File: src/rtl/id_decode_queue.sv
// RV32I decode stage with a small FIFO of decoded entries between fetch and execute.
// Optional feature: define RV32M_EN to decode the M extension (OP with funct7 = 0000001).
package rv32i_types_pkg;

  typedef enum logic [6:0] {
    op_lui   = 7'b0110111,
    op_auipc = 7'b0010111,
    op_jal   = 7'b1101111,
    op_jalr  = 7'b1100111,
    op_br    = 7'b1100011,
    op_load  = 7'b0000011,
    op_store = 7'b0100011,
    op_imm   = 7'b0010011,
    op_reg   = 7'b0110011,
    op_csr   = 7'b1110011
  } rv32i_opcode;

  typedef enum logic [2:0] {
    beq  = 3'b000,
    bne  = 3'b001,
    blt  = 3'b100,
    bge  = 3'b101,
    bltu = 3'b110,
    bgeu = 3'b111
  } branch_funct3;

  typedef enum logic [2:0] {
    alu_add = 3'b000,
    alu_sll = 3'b001,
    alu_sra = 3'b010,
    alu_sub = 3'b011,
    alu_xor = 3'b100,
    alu_srl = 3'b101,
    alu_or  = 3'b110,
    alu_and = 3'b111
  } alu_ops;

  typedef enum logic {
    am1_rs1_out = 1'b0,
    am1_pc_out  = 1'b1
  } alumux1_sel_t;

  typedef enum logic [2:0] {
    am2_i_imm   = 3'd0,
    am2_u_imm   = 3'd1,
    am2_b_imm   = 3'd2,
    am2_s_imm   = 3'd3,
    am2_j_imm   = 3'd4,
    am2_rs2_out = 3'd5
  } alumux2_sel_t;

  typedef enum logic {
    cm_rs2_out = 1'b0,
    cm_i_imm   = 1'b1
  } cmpmux_sel_t;

  typedef enum logic [3:0] {
    rf_alu_out  = 4'd0,
    rf_br_en    = 4'd1,
    rf_u_imm    = 4'd2,
    rf_lw       = 4'd3,
    rf_pc_plus4 = 4'd4,
    rf_lb       = 4'd5,
    rf_lbu      = 4'd6,
    rf_lh       = 4'd7,
    rf_lhu      = 4'd8
  } regfilemux_sel_t;

  typedef struct packed {
    rv32i_opcode     opcode;
    alu_ops          aluop;
    branch_funct3    cmpop;
    alumux1_sel_t    alumux1_sel;
    alumux2_sel_t    alumux2_sel;
    cmpmux_sel_t     cmpmux_sel;
    regfilemux_sel_t regfilemux_sel;
    logic            load_regfile;
    logic            data_mem_read;
    logic            data_mem_write;
  } rv32i_control_word;

endpackage

module id_decode_queue
  import rv32i_types_pkg::*;
#(
  parameter int unsigned QUEUE_DEPTH = 2,
  parameter int unsigned PC_WIDTH    = 32
) (
  input  logic                                 clk,
  input  logic                                 rst,
  input  logic                                 flush,
  input  logic                                 in_valid,
  output logic                                 in_ready,
  input  logic [31:0]                          in_instr,
  input  logic [PC_WIDTH-1:0]                  in_pc,
  output logic                                 out_valid,
  input  logic                                 out_ready,
  output logic [$bits(rv32i_control_word)-1:0] out_ctrl,
  output logic [31:0]                          out_instr,
  output logic [PC_WIDTH-1:0]                  out_pc,
  output logic [4:0]                           out_rs1,
  output logic [4:0]                           out_rs2,
  output logic [4:0]                           out_rd,
  output logic                                 out_illegal,
  output logic                                 out_muldiv
);

  localparam int unsigned PtrW = (QUEUE_DEPTH > 1) ? $clog2(QUEUE_DEPTH) : 1;
  localparam int unsigned CntW = $clog2(QUEUE_DEPTH) + 1;

  typedef struct packed {
    rv32i_control_word   ctrl;
    logic [31:0]         instr;
    logic [PC_WIDTH-1:0] pc;
    logic                illegal;
    logic                muldiv;
  } entry_t;

  logic [6:0] opcode;
  logic [2:0] funct3;
  logic [6:0] funct7;
  logic [4:0] rd;

  assign opcode = in_instr[6:0];
  assign funct3 = in_instr[14:12];
  assign funct7 = in_instr[31:25];
  assign rd     = in_instr[11:7];

  rv32i_control_word dec_ctrl;
  logic              dec_illegal;
  logic              dec_muldiv;
  logic              m_op;

  always_comb begin
    dec_ctrl        = '0;
    dec_ctrl.opcode = rv32i_opcode'(opcode);
    dec_ctrl.aluop  = alu_ops'(funct3);
    dec_ctrl.cmpop  = branch_funct3'(funct3);
    dec_illegal     = 1'b0;
    dec_muldiv      = 1'b0;
    m_op            = 1'b0;
`ifdef RV32M_EN
    m_op = (funct7 == 7'b0000001);
`endif
    case (opcode)
      op_lui: begin
        dec_ctrl.load_regfile   = 1'b1;
        dec_ctrl.regfilemux_sel = rf_u_imm;
      end
      op_auipc: begin
        dec_ctrl.alumux1_sel  = am1_pc_out;
        dec_ctrl.alumux2_sel  = am2_u_imm;
        dec_ctrl.aluop        = alu_add;
        dec_ctrl.load_regfile = 1'b1;
      end
      op_jal, op_jalr: begin
        dec_ctrl.alumux1_sel    = (opcode == op_jal) ? am1_pc_out : am1_rs1_out;
        dec_ctrl.alumux2_sel    = (opcode == op_jal) ? am2_j_imm : am2_i_imm;
        dec_ctrl.aluop          = alu_add;
        dec_ctrl.regfilemux_sel = rf_pc_plus4;
        dec_ctrl.load_regfile   = 1'b1;
      end
      op_br: begin
        dec_ctrl.alumux1_sel = am1_pc_out;
        dec_ctrl.alumux2_sel = am2_b_imm;
        dec_ctrl.aluop       = alu_add;
      end
      op_load: begin
        dec_ctrl.data_mem_read = 1'b1;
        dec_ctrl.aluop         = alu_add;
        dec_ctrl.load_regfile  = 1'b1;
        case (funct3)
          3'b000:  dec_ctrl.regfilemux_sel = rf_lb;
          3'b001:  dec_ctrl.regfilemux_sel = rf_lh;
          3'b010:  dec_ctrl.regfilemux_sel = rf_lw;
          3'b100:  dec_ctrl.regfilemux_sel = rf_lbu;
          3'b101:  dec_ctrl.regfilemux_sel = rf_lhu;
          default: dec_illegal = 1'b1;
        endcase
      end
      op_store: begin
        dec_ctrl.data_mem_write = 1'b1;
        dec_ctrl.aluop          = alu_add;
        dec_ctrl.alumux2_sel    = am2_s_imm;
        dec_illegal             = (funct3 > 3'b010);
      end
      op_imm: begin
        dec_ctrl.load_regfile = 1'b1;
        case (funct3)
          3'b010, 3'b011: begin
            dec_ctrl.cmpop          = funct3[0] ? bltu : blt;
            dec_ctrl.regfilemux_sel = rf_br_en;
            dec_ctrl.cmpmux_sel     = cm_i_imm;
          end
          3'b101:  if (funct7[5]) dec_ctrl.aluop = alu_sra;
          default: ;
        endcase
      end
      op_reg: begin
        dec_ctrl.load_regfile = 1'b1;
        dec_ctrl.alumux2_sel  = am2_rs2_out;
        if (m_op) begin
          // aluop keeps funct3; EX reads it as the mul/div sub-op
          dec_muldiv = 1'b1;
        end else begin
          dec_illegal = (funct7 != 7'b0000000) && (funct7 != 7'b0100000);
          case (funct3)
            3'b000:  if (funct7[5]) dec_ctrl.aluop = alu_sub;
            3'b101:  if (funct7[5]) dec_ctrl.aluop = alu_sra;
            3'b010, 3'b011: begin
              dec_ctrl.cmpop          = funct3[0] ? bltu : blt;
              dec_ctrl.regfilemux_sel = rf_br_en;
              dec_ctrl.cmpmux_sel     = cm_rs2_out;
            end
            default: ;
          endcase
        end
      end
      default: dec_illegal = 1'b1;
    endcase
    if (dec_illegal) begin
      dec_ctrl.load_regfile   = 1'b0;
      dec_ctrl.data_mem_read  = 1'b0;
      dec_ctrl.data_mem_write = 1'b0;
    end
    if (rd == 5'd0) dec_ctrl.load_regfile = 1'b0;
  end

  entry_t          mem_q [QUEUE_DEPTH];
  logic [PtrW-1:0] rptr_q, wptr_q;
  logic [CntW-1:0] count_q;
  entry_t          head;
  logic            push, pop;

  function automatic logic [PtrW-1:0] ptr_inc(input logic [PtrW-1:0] p);
    return (p == PtrW'(QUEUE_DEPTH - 1)) ? '0 : p + 1'b1;
  endfunction

  assign head      = mem_q[rptr_q];
  assign out_valid = (count_q != '0);
  // Pop-while-full lets fetch keep streaming at one per cycle
  assign in_ready  = (count_q < CntW'(QUEUE_DEPTH)) || (out_valid && out_ready);
  assign push      = in_valid && in_ready && !flush;
  assign pop       = out_valid && out_ready && !flush;

  always_ff @(posedge clk) begin
    if (rst) begin
      for (int unsigned i = 0; i < QUEUE_DEPTH; i++) mem_q[i] <= '0;
      rptr_q  <= '0;
      wptr_q  <= '0;
      count_q <= '0;
    end else if (flush) begin
      rptr_q  <= '0;
      wptr_q  <= '0;
      count_q <= '0;
    end else begin
      if (push) begin
        mem_q[wptr_q] <= '{ctrl: dec_ctrl, instr: in_instr, pc: in_pc,
                           illegal: dec_illegal, muldiv: dec_muldiv};
        wptr_q        <= ptr_inc(wptr_q);
      end
      if (pop) rptr_q <= ptr_inc(rptr_q);
      case ({push, pop})
        2'b10:   count_q <= count_q + 1'b1;
        2'b01:   count_q <= count_q - 1'b1;
        default: ;
      endcase
    end
  end

  assign out_ctrl    = head.ctrl;
  assign out_instr   = head.instr;
  assign out_pc      = head.pc;
  assign out_rs1     = head.instr[19:15];
  assign out_rs2     = head.instr[24:20];
  assign out_rd      = head.instr[11:7];
  assign out_illegal = head.illegal;
  assign out_muldiv  = head.muldiv;

endmodule

File: config.mk
export PLATFORM = sky130hd
export DESIGN_NAME = id_decode_queue
export DESIGN_NICKNAME = d
export VERILOG_FILES = /design/src/rtl/id_decode_queue.sv
export SDC_FILE = /design/constraint.sdc
export NUM_CORES = 1
export LEC_CHECK = 0
export ABC_AREA = 1
export CAP_MARGIN = 10
export CORE_MARGIN = 2
export CORE_UTILIZATION = 50
export DETAILED_ROUTE_END_ITERATION = 8
export GPL_TIMING_DRIVEN = 0
export PLACE_DENSITY = 0.86
export SLEW_MARGIN = 10
export SYNTH_ARGS = -nofsm -noshare
export SYNTH_HDL_FRONTEND = slang
export SYNTH_SLANG_ARGS = --single-unit
File: constraint.sdc
create_clock -name clk -period 5.75 [get_ports clk]
set_clock_uncertainty 0.1 [all_clocks]
set_input_delay 1.15 -clock clk [delete_from_list [all_inputs] [get_ports clk]]
set_output_delay 1.15 -clock clk [all_outputs]
set_load 0.02 [all_outputs]
# Yosys cells after proc, flatten, opt, wreduce, memory -nomap -nowiden
# Memories as Yosys holds them, arrays and structs flattened. A register that Yosys moved wholly into a read port is not among the register bits.
# Cells that the tools add are included.
[word_totals]
ff_bits = 4
mem_bits_rw = 180
inputBits = 69
out_inout_bits = 108
n_memories = 1
[op_classes]
addsub = 4
magnitude_cmp = 2
n_eq_ne = 17
muxes = 38
reduce_logical = 22
[memory_table]
columns = ["memory", "depth", "word_bits", "rd", "rd_clocked_by_memory_dff", "write_ports", "line_no", "rtl"]
rows = [
  ["mem_q", 2, 90, 1, 1, 2, "230", "entry_t mem_q [QUEUE_DEPTH];"],
]
[ops]
columns = ["operator", "n"]
rows = [
  ["2-to-1 mux 90 bit", 1],
  ["OR reduction 90 bit", 1],
  ["case mux 4 bit (5 select lines)", 2],
  ["== test 7 x 6 -> 1 bit (second input constant)", 3],
  ["== test 7 bit (second input constant)", 3],
  ["2-to-1 mux 3 bit", 7],
  ["2-to-1 mux 1 bit", 19],
  ["case mux 3 bit (5 select lines)", 1],
  ["== test 7 x 5 -> 1 bit (second input constant)", 2],
  ["OR reduction 6 bit", 2],
  ["OR reduction 2 bit", 5],
  ["case mux 3 bit (3 select lines)", 1],
  ["== test 7 x 2 -> 1 bit (second input constant)", 1],
  ["inequality test 7 x 6 -> 1 bit (second input constant)", 1],
  ["nonzero test 7 bit", 1],
  ["OR reduction 7 bit", 1],
  ["== test 3 x 2 -> 1 bit (second input constant)", 2],
  ["== test 3 bit (second input constant)", 2],
  ["case mux 3 bit (2 select lines)", 1],
  ["logical AND 1 bit", 5],
  ["logical NOT 5 bit", 1],
  ["2-to-1 mux 5 bit", 1],
  ["OR reduction 5 bit", 1],
  ["case mux 1 bit (2 select lines)", 2],
  ["other kinds (15)", 17],
]

# Logic depth before layout (Yosys ltp)
[depth]
ltp_word = 11
depth_mapped = 10
mapped_depth_nobuf = 10

# Worst setup path before layout
# OpenSTA, ideal clock, no wires.
[synth_timing]
path_kind = "input-to-reg"
start = "in out_ready"
end = "mem mem_q[1][0] in the netlist's numbering (enable)"
setup_time_ns = 0.816
arrival_time_ns = 3.269
required_ns = 4.834
path_slack_ns = 1.565
cell_stages = 6
n_path_buf = 2
path_cell_list = "nand2_4 a21oi_2 nand3_1 buf_2 buf_1 nand2_1"
[synth_lines]
columns = ["element", "line_no", "rtl"]
rows = [
  ["from (decl)", "98", "input logic out_ready,"],
  ["to (decl)", "230", ""],
]

==> impl_metrics.json <==
{
  "r2r-end": "mem_q[1][60]",
  "io_buffers": 175,
  "gp_congestion": 0.869,
  "via_count": 5443,
  "rows": 47,
  "critical_path_required_ns": 4.50,
  "layout.cells.non_filler": 1093,
  "r2r_start": "count_q[1]",
  "path_buf_inv": 4,
  "utilization_pct": 67.3,
  "crit_path_end_kind": "primary output",
  "worst_pin_slew_ns": 0.725,
  "min_path_cells": 1,
  "rr_worst_depth": 9,
  "syn_avg_cell_area_um2": 12.7,
  "synth_top_area_share_pct": 59.2,
  "drive_gt1_share_pct": 26.5,
  "hold_path.class": "reg -> reg",
  "rrSetupSlack_ns": 2.78,
  "hold_viol_final": 0,
  "tritoncts": "yes",
  "cts_setup_buffers": 0,
  "ctsHtreeMaxLevel": 4,
  "setup_viol": 0,
  "gr-total-overflow": 0,
  "dp_cells": 1062,
  "syn-num-nets": 735,
  "grt_pass1_vias": 5562,
  "die-area_mm2": 0.0179,
  "syn2layout_area_growth_pct": 32.0,
  "crit_type": "reg -> out",
  "initial_core_util_pct": 51.0,
  "num_io_pins": 177,
  "nFillCells": 1198,
  "wl_per_cell_um": 16.6,
  "synth_area_mm2": 0.00842,
  "max-cap-violations": 0,
  "cts_hold_buffers": 0,
  "synth_seq_cells": 171,
  "drv_slew": 0,
  "die_h_um": 134,
  "hold_end": "count_q[0]",
  "grtUsageTotal_pct": 20.9,
  "ys_top_cells_by_area": "edfxtp_1 59%, mux2_2 11%, nor2_4 9.5%",
  "yosys.area.top_type": "edfxtp_1",
  "initialDrtViolationCount": 345,
  "hpwl_um": 12900,
  "regArea_mm2": 0.00508,
  "min_period_over_period_pct": 70.8,
  "power_density_mw_per_mm2": 275,
  "ys_types": 27,
  "crit_chain": "clkbuf_1 -> buf_2 -> mux2_2 -> buf_4 -> clkdlybuf4s50_1",
  "viasPerCell": 4.98,
  "root_buffer": "clkbuf_16",
  "path_max_fanout": 10,
  "leakage_nw": 4.35,
  "maxSlewHeadroom_pct": 51.7,
  "cpLargestDelayFamily": "buffers and inverters",
  "start_kind": "register",
  "drc": 0,
  "antenna_found_initial": 0,
  "clock_latency_ns": 0.42,
  "grt_pass1_wl_um": 28200,
  "diodes": 0,
  "status": "completed",
  "grt_max_degree": 47,
  "cts_buffers": 17,
  "clkTransAtPathRegs_ns": 0.06,
  "cpPeakStageDelay_ns": 0.56,
  "seq_area_frac_synth_pct": 60.4,
  "layout.nets": 931,
  "postSynthCellCount": 665,
  "clock_sinks": 171,
  "core-area_mm2": 0.0165,
  "ir_drop_mv": 0.192,
  "cp.arrival_ns": 2.82,
  "slowest_stage": "clkbuf_1",
  "cts.repair.resized": 0,
  "synth_warnings": 0,
  "cts.path.max_buffers": 2,
  "die_x_um": 134,
  "ant_nets": 0,
  "rsz0062_at_grt": "no",
  "hold_start": "count_q[0]",
  "drt_pass1_iterations": 8,
  "period_needed_ns": 4.07,
  "clock.fmax_mhz": 246,
  "multi_input_area_mm2": 0.00263,
  "routed_wl_um": 18200
}
[how the worst max path moves through the flow]
stage	from	to	slack, ns	cells after the start
2_1_floorplan	out_ready	mem_q[1][0]	1.57	6
3_3_place_gp	out_ready	mem_q[1][31]	-0.55	7
3_5_place_dp	out_ready	mem_q[1][31]	1.64	8
4_1_cts	register	out_rd[4]	1.64	5
5_1_grt	register	out_rd[4]	1.56	5
6_report	register	out_rd[4]	1.68	5
[stage by stage]
step	instance area [um2]	TNS (ns)	setup slack [ns]	power (W)	hold slack (ns)
6_report	11100	0	1.68	0.00306	0.370
5_1_grt	11100	0	1.56	0.00315	0.397
4_1_cts	11100	0	1.64	0.00308	0.360
3_5_place_dp	10500	0	1.64	0.00191	0.351
3_3_place_gp	10500	-45.06	-0.549	0.00190	0.333
2_1_floorplan	8420	0	1.57	0.00171	0.322
[synth_stat cells]
| cell type | instances |
|---|---|
| nand2_4 | 1 |
| nand2_1 | 43 |
| a21oi_1 | 18 |
| inv_1 | 84 |
| o211ai_1 | 1 |
| clkbuf_1 | 4 |
| nor2_1 | 103 |
| buf_2 | 10 |
| xnor2_1 | 1 |
| mux2_2 | 83 |
| nand4_1 | 1 |
| nor3_1 | 12 |
| nor2_4 | 71 |
| dfxtp_1 | 5 |
| xor2_1 | 1 |
| nand3_1 | 10 |
| nand2_2 | 3 |
| buf_1 | 5 |
| ha_1 | 1 |
| a31oi_1 | 1 |
| a21oi_2 | 1 |
| o21ai_0 | 8 |
| buf_12 | 7 |
| buf_4 | 23 |
| buf_6 | 1 |
| conb_1 | 1 |
| edfxtp_1 | 166 |
[power breakdown]
part           total, W  internal, W  switching (W)
clock           0.00119     0.000727       0.000460
combinational  0.000433     0.000205       0.000229
sequential      0.00144      0.00143      0.0000143
total           0.00306      0.00236       0.000703
[placed cells by master (no fill, tap or decap), types with 5 or more instances in the layout]
cell,instances
mux2_2,83
nor3_1,12
a21oi_1,18
dfxtp_1,5
nor2_1,103
buf_4,23
nand3_1,10
edfxtp_1,166
nand2_1,41
inv_1,84
buf_2,10
buf_12,8
clkbuf_16,17
nor2_4,71
clkdlybuf4s50_1,175
buf_1,5
o21ai_0,8
clkbuf_1,8
[flip-flops by register name, summed over array words and instances (netlist names), named ones only]
signal,flops
mem_q,166
count_q,2
rptr_q,1
wptr_q,1
[area by class of cell]
cell class                 instances  area share [%]
buffer                            50            3.67
clock buffer                      21            3.96
clock inverter                    10            1.52
inverter                          84            2.83
multi-input combinational        360            23.6
sequential                       171            45.7
tap                              220            2.47
timing repair buffer             177            16.2
[logic make-up after synthesis]
logic type / share of synthesized area [%]
flip-flops: 60.4
XOR/XNOR: 0.208
other: 0.0445
AND/OR/NAND/NOR: 17.7
AO/OA/AOI/OAI: 1.81
adder cells (fa/ha/maj): 0.149
buffers and inverters: 8.59
multiplexers: 11.1
[per-layer routing]
layer | vias up | track usage, % | share of wire [%]
met5 | - | 0 | 0
met4 | 0 | 6.86 | 2.2
met3 | 33 | 5.40 | 6.4
met2 | 210 | 37.9 | 54
met1 | 2603 | 24.1 | 38
li1 | 2597 | - | -
Note: power is estimated with default switching activity, not from simulation.
